--- src/rtl/uart_pkg.sv ---
// uart_pkg: shared UART frame types and baud divider rounding
package uart_pkg;
  typedef enum logic [1:0] {PAR_NONE, PAR_ODD, PAR_EVEN} uart_parity_e;
  typedef enum logic [2:0] {S_IDLE, S_START, S_DATA, S_PARITY, S_STOP} uart_tx_state_e;
  function automatic int uart_div(input int clk_freq, input int baud);
    return (clk_freq + baud / 2) / baud;
  endfunction
endpackage

--- src/rtl/uart_fifo.sv ---
// uart_fifo: synchronous FIFO with wrap-bit pointers, occupancy and full flag
module uart_fifo #(
  parameter int WIDTH = 8,
  parameter int DEPTH = 8
) (
  input  logic                         clk,
  input  logic                         res_n,
  input  logic                         push,
  input  logic                         pop,
  input  logic [WIDTH-1:0]             wdata,
  output logic [WIDTH-1:0]             rdata,
  output logic                         full,
  output logic [$clog2(DEPTH+1)-1:0]   level
);
  localparam int AW = $clog2(DEPTH);
  localparam int PW = AW + 1;
  logic [WIDTH-1:0] mem [DEPTH];
  logic [AW:0] wptr, rptr;
  always_ff @(posedge clk or negedge res_n)
    if (!res_n) begin
      wptr <= '0;
      rptr <= '0;
    end else begin
      wptr <= wptr + PW'(push);
      rptr <= rptr + PW'(pop);
    end
  always_ff @(posedge clk)
    if (push) mem[wptr[AW-1:0]] <= wdata;
  assign rdata = mem[rptr[AW-1:0]];
  assign level = wptr - rptr;
  assign full  = wptr == {~rptr[AW], rptr[AW-1:0]};
endmodule

--- src/rtl/uart_tx_fifo.sv ---
// uart_tx_fifo: UART transmitter with transmit FIFO, configurable framing and baud divider
module uart_tx_fifo
  import uart_pkg::*;
#(
  parameter int CLK_FREQ   = 50_000_000,
  parameter int BAUD       = 115200,
  parameter int DATA_BITS  = 8,
  parameter int PARITY     = 0,
  parameter int STOP_BITS  = 1,
  parameter int FIFO_DEPTH = 8
) (
  input  logic                                clk,
  input  logic                                res_n,
  input  logic [DATA_BITS-1:0]                data,
  input  logic                                wr,
  input  logic                                ovf_clr,
  output logic                                tx,
  output logic                                busy,
  output logic                                full,
  output logic [$clog2(FIFO_DEPTH+1)-1:0]     level,
  output logic                                overflow
);
  localparam int DIV = uart_div(CLK_FREQ, BAUD);
  localparam int CW  = $clog2(DIV);
  localparam int BW  = $clog2(DATA_BITS + 1);
  localparam int LW  = $clog2(FIFO_DEPTH + 1);
  localparam uart_parity_e PAR = uart_parity_e'(PARITY);
  if (DIV < 2 || DATA_BITS < 5 || DATA_BITS > 8 || PARITY < 0 || PARITY > 2 ||
      STOP_BITS < 1 || STOP_BITS > 2 || FIFO_DEPTH < 2 || (FIFO_DEPTH & (FIFO_DEPTH - 1)) != 0) begin : g_bad_params
    $error("uart_tx_fifo: parameter out of range");
  end
  uart_tx_state_e state_q, state_d;
  logic [CW-1:0] cnt_q, cnt_d;
  logic [BW-1:0] bit_q, bit_d;
  logic [DATA_BITS-1:0] sh_q, sh_d, rdata;
  logic par_q, par_d, tx_d, pop, push, tick;
  logic [LW-1:0] lvl_nxt;
  assign push = wr & ~full;
  assign tick = cnt_q == CW'(DIV - 1);
  uart_fifo #(.WIDTH(DATA_BITS), .DEPTH(FIFO_DEPTH)) u_fifo (
    .clk   (clk),
    .res_n (res_n),
    .push  (push),
    .pop   (pop),
    .wdata (data),
    .rdata (rdata),
    .full  (full),
    .level (level)
  );
  // A pop from IDLE or from the last stop bit always lands in START with a fresh bit period.
  always_comb begin
    state_d = state_q;
    cnt_d   = (state_q == S_IDLE || tick) ? '0 : cnt_q + 1'b1;
    bit_d   = bit_q;
    sh_d    = sh_q;
    par_d   = par_q;
    pop     = 1'b0;
    unique case (state_q)
      S_IDLE:   pop = level != '0;
      S_START:  if (tick) state_d = S_DATA;
      S_DATA:   if (tick) begin
        sh_d  = sh_q >> 1;
        bit_d = bit_q + 1'b1;
        if (bit_q == BW'(DATA_BITS - 1)) begin
          bit_d   = '0;
          state_d = PAR == PAR_NONE ? S_STOP : S_PARITY;
        end
      end
      S_PARITY: if (tick) state_d = S_STOP;
      S_STOP:   if (tick) begin
        bit_d = bit_q + 1'b1;
        if (bit_q == BW'(STOP_BITS - 1)) begin
          bit_d   = '0;
          state_d = S_IDLE;
          pop     = level != '0;
        end
      end
      default:  state_d = S_IDLE;
    endcase
    if (pop) begin
      state_d = S_START;
      sh_d    = rdata;
      par_d   = ^rdata ^ (PAR == PAR_ODD);
    end
    tx_d    = state_d == S_START ? 1'b0 : state_d == S_DATA ? sh_d[0] : state_d == S_PARITY ? par_d : 1'b1;
    lvl_nxt = level + LW'(push) - LW'(pop);
  end
  always_ff @(posedge clk or negedge res_n)
    if (!res_n) begin
      state_q  <= S_IDLE;
      cnt_q    <= '0;
      bit_q    <= '0;
      sh_q     <= '0;
      par_q    <= 1'b0;
      tx       <= 1'b1;
      busy     <= 1'b0;
      overflow <= 1'b0;
    end else begin
      state_q  <= state_d;
      cnt_q    <= cnt_d;
      bit_q    <= bit_d;
      sh_q     <= sh_d;
      par_q    <= par_d;
      tx       <= tx_d;
      busy     <= state_d != S_IDLE || lvl_nxt != '0;
      overflow <= (wr & full) | (overflow & ~ovf_clr);
    end
endmodule

--- config.mk ---
export PLATFORM = sky130hd
export DESIGN_NAME = uart_tx_fifo
export DESIGN_NICKNAME = d
export VERILOG_FILES = /design/src/rtl/uart_pkg.sv /design/src/rtl/uart_fifo.sv /design/src/rtl/uart_tx_fifo.sv
export SDC_FILE = /design/constraint.sdc
export NUM_CORES = 1
export LEC_CHECK = 0
export BUFFER_PORTS_ARGS = -buffer_cell sky130_fd_sc_hd__buf_2
export CORE_ASPECT_RATIO = 0.9
export CORE_UTILIZATION = 60
export CTS_BUF_LIST = sky130_fd_sc_hd__clkbuf_4 sky130_fd_sc_hd__clkbuf_8
export DETAILED_ROUTE_END_ITERATION = 6
export PLACE_DENSITY = 0.81
export SLEW_MARGIN = 20
export SYNTH_ARGS = -nofsm -noshare
export SYNTH_HDL_FRONTEND = slang
export SYNTH_HIERARCHICAL = 1
export SYNTH_SLANG_ARGS = --single-unit
--- constraint.sdc ---
create_clock -name clk -period 9.1 [get_ports clk]
set_clock_uncertainty 0.2 [all_clocks]
set_input_delay 0.91 -clock clk [delete_from_list [all_inputs] [get_ports clk]]
set_output_delay 0.91 -clock clk [all_outputs]
set_load 0.05 [all_outputs]
==> summary.txt, run 1 <==
status -> completed
nets@finish -> 366
Min-Delay Path Depth -> 1
Primary FF master, synth -> edfxtp_1
share of the synthesized area in the top cell type -> 42.7%
Avg WL per Cell -> 16.7 um
VDD IR max -> 0.200 mV
cell internal pwr -> 1.02 mW
Comb pwr share -> 44.5%
routability cong. -> 0.773
Post-Syn Area per Cell -> 14.3 um^2
FP Rows -> 29
DR DRC count -> 0
leakage power -> 1.95 nW
CTS resizes -> 0
WL final -> 7250 um
Initial Utilization -> 62.9%
Final Setup Violations -> 0
Min-Delay Endpoint -> sh_q[1]$_DFFE_PN0P_
crit path cell chain -> ha_1, inv_1, fa_1, xor2_1, inv_1, ha_1, nand2b_1, o21ai_0, a21oi_2, nand2b_1, ha_1, a21o_1, a21oi_1, xnor2_1, nand4b_1, or4_1
peak fanout along the critical path -> 18
CP required -> 9140 ps
Longest Clk Path Bufs -> 2
Antenna Nets Post-Route -> 0
Buf/Inv on CP -> 2
Max Fclk -> 209 MHz
Final WS setup -> 4320 ps
clock sink total -> 100
final core occ -> 68.2%
Ys Warns -> 6
Post-Syn Instances -> 314
kind of end point of the critical path -> flop
Power Density -> 357 mW/mm^2
Area growth syn-to-layout -> 8.40%
CTS H-tree depth -> 3
clk_lat worst skew -> 360 ps
nature of the critical path startpoint -> flop
DR pass1 iterations -> 4
Num CTS Buffers -> 9
Worst Setup SP -> u_fifo/rptr[0]$_DFF_PN0_
CTS tree -> done
pin count of the biggest net entering global routing -> 37
fin crit period -> 4780 ps
grt ovf -> 0
reg2reg path depth -> 16
Post-CTS Hold Fix Bufs -> 0
clock share of power -> 15.9%
setup TNS -> 0 ps
largest area contributor in the netlist -> edfxtp_1
Slew @ Worst Pin -> 979 ps
RSZ-0062 raised after global routing -> false
vias in the first global route -> 2574
layout cells sized above 1 -> 16.7%
switching part of the total -> 41.1%
Worst Hold Class -> flop to flop
via-per-instance ratio -> 5.75
asr flop ratio synth -> 36.0%
max-cap violations -> 0
number of fillers in the final layout -> 471
ANT cells -> 0
Hold WS -> 289 ps
Starting DRT DRC Count -> 151
Seq/Total Area, Yosys -> 62.8%
Flop pwr share -> 39.6%
Crit path top cell by count -> ha_1
final period utilization -> 52.5%
Die Height -> 84.1 um
top cells by area, synth -> edfxtp_1, dfrtp_1, mux4_2, ha_1, mux4_1
total track usage -> 21.1%
clock slew at reported path FFs -> 100 ps
core area -> 0.00715 mm^2
via count -> 2500
worst r2r dst -> busy$_DFF_PN0_
dpl hpwl -> 4980 um
num ports -> 20
slowest CP cell -> dfrtp_1
initial antenna violation count -> 0
PortBufs -> 19
Sw Pwr -> 0.716 mW
Reg2Reg Setup Slack -> 4320 ps
number of library cell types mapped by synthesis -> 45
Hold Fails Final Rpt -> 0
syn_nets -> 343
Min-Delay Startpoint -> sh_q[1]$_DFFE_PN0P_
pre-CTS setup slack -> 3900 ps
Crit Path Class -> flop to flop
Top Family by Delay on Critical Path -> adder cells
first-pass GRT wire length -> 12300 um
Die Wd -> 93.3 um
die area -> 0.00785 mm^2
max_slew headroom -> 34.7%
Yosys reg bits -> 100
Critical Path AT -> 4810 ps
CP peak stage delay -> 990 ps
Synth Cell Area -> 0.00450 mm^2
count of flip-flops with a built-in enable after synthesis -> 64
worst reg2reg startpoint -> u_fifo/rptr[0]$_DFF_PN0_
CTS root buf -> clkbuf_8
postcts setup bufs -> 0
Slew Limit Fails -> 0
power groups by stage:
stage                     Clock [mW]  Sequential [mW]  Combinational, mW
after floorplan                    0            0.653              0.667
after global placement             0            0.696              0.751
after detailed placement           0            0.700              0.779
after CTS                      0.286            0.691              0.785
after global routing           0.303            0.704              0.855
final                          0.276            0.689              0.775
flip-flops by register name, summed over array words and instances (netlist names), 3 cells and up:
signal and count:
u_fifo/rptr 4, cnt_q 9, sh_q 8, u_fifo/wptr 4, state_q 3, u_fifo/mem 64
bit_q 4
cell families after synthesis:
| kind of cell | share of synthesized area (%) |
|---|---|
| AO/OA/AOI/OAI | 4.93 |
| XOR/XNOR | 4.67 |
| multiplexers | 9.24 |
| adder cells (fa/ha/maj) | 5.06 |
| flip-flops | 62.8 |
| buffers and inverters | 2.64 |
| AND/OR/NAND/NOR | 10.7 |
cells in the mapped netlist, drive strengths merged, types with 2 or more instances:
cell type  number
a21o            7
nor3            3
buf             6
mux4           16
mux2            2
xor2            9
inv            16
nand2b          6
ha             15
a22o            6
nor2           23
nor2b           3
clkbuf          2
fa              2
xnor2          15
nand2          39
and3            2
a21oi           6
dfrtp          35
nand4           2
o21ai           8
nand3           9
edfxtp         64
cells in the final DEF (no fill, tap or decap), drive strengths merged, types with 6 or more instances in the layout:
cell type and count:
dfrtp 35, nand2 39, edfxtp 64, ha 15, xor2 9, a21oi 6, nand2b 6, nand3 9
mux4 16, a22o 6, clkbuf 9, o21ai 8, nor2 23, a21o 7, inv 19, buf 20
xnor2 15
worst max-delay path by stage:
stage | slack [ps] | to | cells after the start
floorplan | 4300 | busy$_DFF_PN0_ | 18
global placement | 4090 | busy$_DFF_PN0_ | 16
detailed placement | 3900 | busy$_DFF_PN0_ | 16
CTS | 3880 | busy$_DFF_PN0_ | 16
global route | 3930 | busy$_DFF_PN0_ | 16
finish | 4320 | busy$_DFF_PN0_ | 16
final cells by class:
cell class                      count  area, um^2  share of cell area, %
Sequential cell                   100        2820                   57.9
Multi-Input combinational cell    190        1570                   32.2
Clock buffer                        9         124                   2.54
Tap cell                           93         116                   2.39
Timing Repair Buffer               20         103                   2.10
Clock inverter                      7        80.1                   1.64
Inverter                           16        60.1                   1.23
metrics by stage:
| step | power, mW | cells | area, um^2 |
|---|---|---|---|
| 3_3_place_gp | 1.45 | 419 | 4660 |
| 2_1_floorplan | 1.32 | 314 | 4500 |
| 5_1_grt | 1.86 | 435 | 4870 |
| 4_1_cts | 1.76 | 435 | 4870 |
| 6_report | 1.74 | 435 | 4870 |
| 3_5_place_dp | 1.48 | 419 | 4660 |
per-layer routing:
metal	global-route usage (%)	vias up	share of wire (%)
met1	29.4	1225	44
met2	32.3	66	50
li1	-	1202	-
met5	0	-	0
met4	7.55	0	1.2
met3	5.71	7	4.8
worst register-to-register path: cells and delay by family (launching register included):
family / cells / cell delay (ps)
buf+inv: 2 / 150
compound gates: 4 / 1040
flops: 1 / 990
xor+xnor: 2 / 340
simple gates: 4 / 750
fa+ha+maj: 4 / 1200
No activity file was read; power rests on OpenSTA's default activity.
==> run 2, diff against run 1 <==
Clock period 9.1 ns to 4.45 ns, I/O delays scaled along.
==> summary.txt, run 2 (synthesis gave the netlist of run 1 again) <==
clock slew at reported path FFs -> 110 ps
Hold Fails Final Rpt -> 0
final core occ -> 69.1%
pre-CTS setup slack -> 345 ps
setup TNS -> 0 ps
kind of end point of the critical path -> flop
CP required -> 4500 ps
Longest Clk Path Bufs -> 2
Die Wd -> 93.3 um
max reg flops -> 64
nets@finish -> 371
Avg WL per Cell -> 16.6 um
via count -> 2533
num ports -> 20
pin count of the biggest net entering global routing -> 37
Min-Delay Path Depth -> 2
fin area -> 0.00494 mm^2
worst reg2reg startpoint -> u_fifo/rptr[2]$_DFF_PN0_
grt ovf -> 0
RSZ-0062 raised after global routing -> false
PortBufs -> 19
Worst Hold Class -> primary input to flop
layout cells sized above 1 -> 17.3%
Initial Utilization -> 62.9%
fin crit period -> 4070 ps
Final Setup Violations -> 0
CTS resizes -> 0
peak fanout along the critical path -> 11
Die Height -> 84.1 um
most common cell after layout, fill and taps aside -> edfxtp_1
dpl hpwl -> 5210 um
first-pass GRT wire length -> 12200 um
leakage power -> 1.97 nW
die area -> 0.00785 mm^2
Antenna Nets Post-Route -> 0
ANT cells -> 0
clock sink total -> 100
clk_lat worst skew -> 370 ps
WL final -> 7320 um
Reg2Reg Setup Slack -> 380 ps
max-cap violations -> 0
routability cong. -> 0.757
nature of the critical path startpoint -> flop
Critical Path AT -> 4120 ps
Slew Limit Fails -> 0
core area -> 0.00715 mm^2
Placed Area -> 0.00472 mm^2
Slew @ Worst Pin -> 1070 ps
reg2reg path depth -> 17
initial antenna violation count -> 0
CTS H-tree depth -> 3
via-per-instance ratio -> 5.76
Min-Delay Startpoint -> ovf_clr
CTS root buf -> clkbuf_8
FP Rows -> 29
worst r2r dst -> busy$_DFF_PN0_
Crit Path Class -> flop to flop
Final WS setup -> 380 ps
most frequent cells in the layout -> edfxtp_1, nand2_1, dfrtp_1, nor2_1, buf_2
DR DRC count -> 0
max_slew headroom -> 28.0%
Post-CTS Hold Fix Bufs -> 1
Max Fclk -> 246 MHz
Starting DRT DRC Count -> 135
Hold WS -> 62.2 ps
Area growth syn-to-layout -> 9.77%
Worst Setup SP -> u_fifo/rptr[2]$_DFF_PN0_
Num CTS Buffers -> 9
VDD IR max -> 0.690 mV
total track usage -> 21.0%
Power Density -> 741 mW/mm^2
final period utilization -> 91.5%
status -> completed
CTS tree -> done
DR pass1 iterations -> 6
number of fillers in the final layout -> 479
vias in the first global route -> 2570
Min-Delay Endpoint -> overflow$_DFF_PN0_
postcts setup bufs -> 0
## run 2: per-stage QoR
step / total power, mW / cells
global route: 3.91 / 440
global placement: 3.04 / 423
detailed placement: 3.12 / 423
finish: 3.66 / 440
floorplan: 2.77 / 314
CTS: 3.70 / 440
## run 2: cell type report
class                           count  area [um^2]  share of cell area, %
Clock inverter                      7         77.6                   1.57
Tap cell                           93          116                   2.36
Clock buffer                        9          124                   2.51
Sequential cell                   100         2820                   57.2
Multi-Input combinational cell    190         1590                   32.2
Timing Repair Buffer               25          143                   2.89
Inverter                           16         60.1                   1.22
## run 2: routing by layer
layer  global-route usage (%)  wire length (um)
met3                     5.71               188
met4                     5.87                77
met1                     26.7              3160
met5                        0                 0
met2                     35.9              3890
## run 2: worst max path at each step
stage                           to  slack, ps  cells past startpoint
finish              busy$_DFF_PN0_        380                     17
global route        busy$_DFF_PN0_         60                     17
CTS                 busy$_DFF_PN0_        340                     17
detailed placement  busy$_DFF_PN0_        340                     17
global placement    busy$_DFF_PN0_        630                     17
floorplan           busy$_DFF_PN0_         50                     18
## run 2: critical path: stages, from the launching register on
cell and delay [ps]:
dfrtp_1 560, inv_2 160, ha_1 410, a21oi_1 190
nand2_1 140, xor2_4 150, inv_1 60, ha_1 170
nand2b_1 70, o21ai_0 110, a21oi_1 260, xor2_1 180
ha_1 200, inv_1 60, fa_1 390, xor2_1 170
nand4b_1 100, or4_1 390
## run 2: power by group
group,total (mW),switching [mW],internal (mW)
logic,1.75,1.03,0.722
registers,1.34,0.138,1.20
clock network,0.569,0.345,0.224
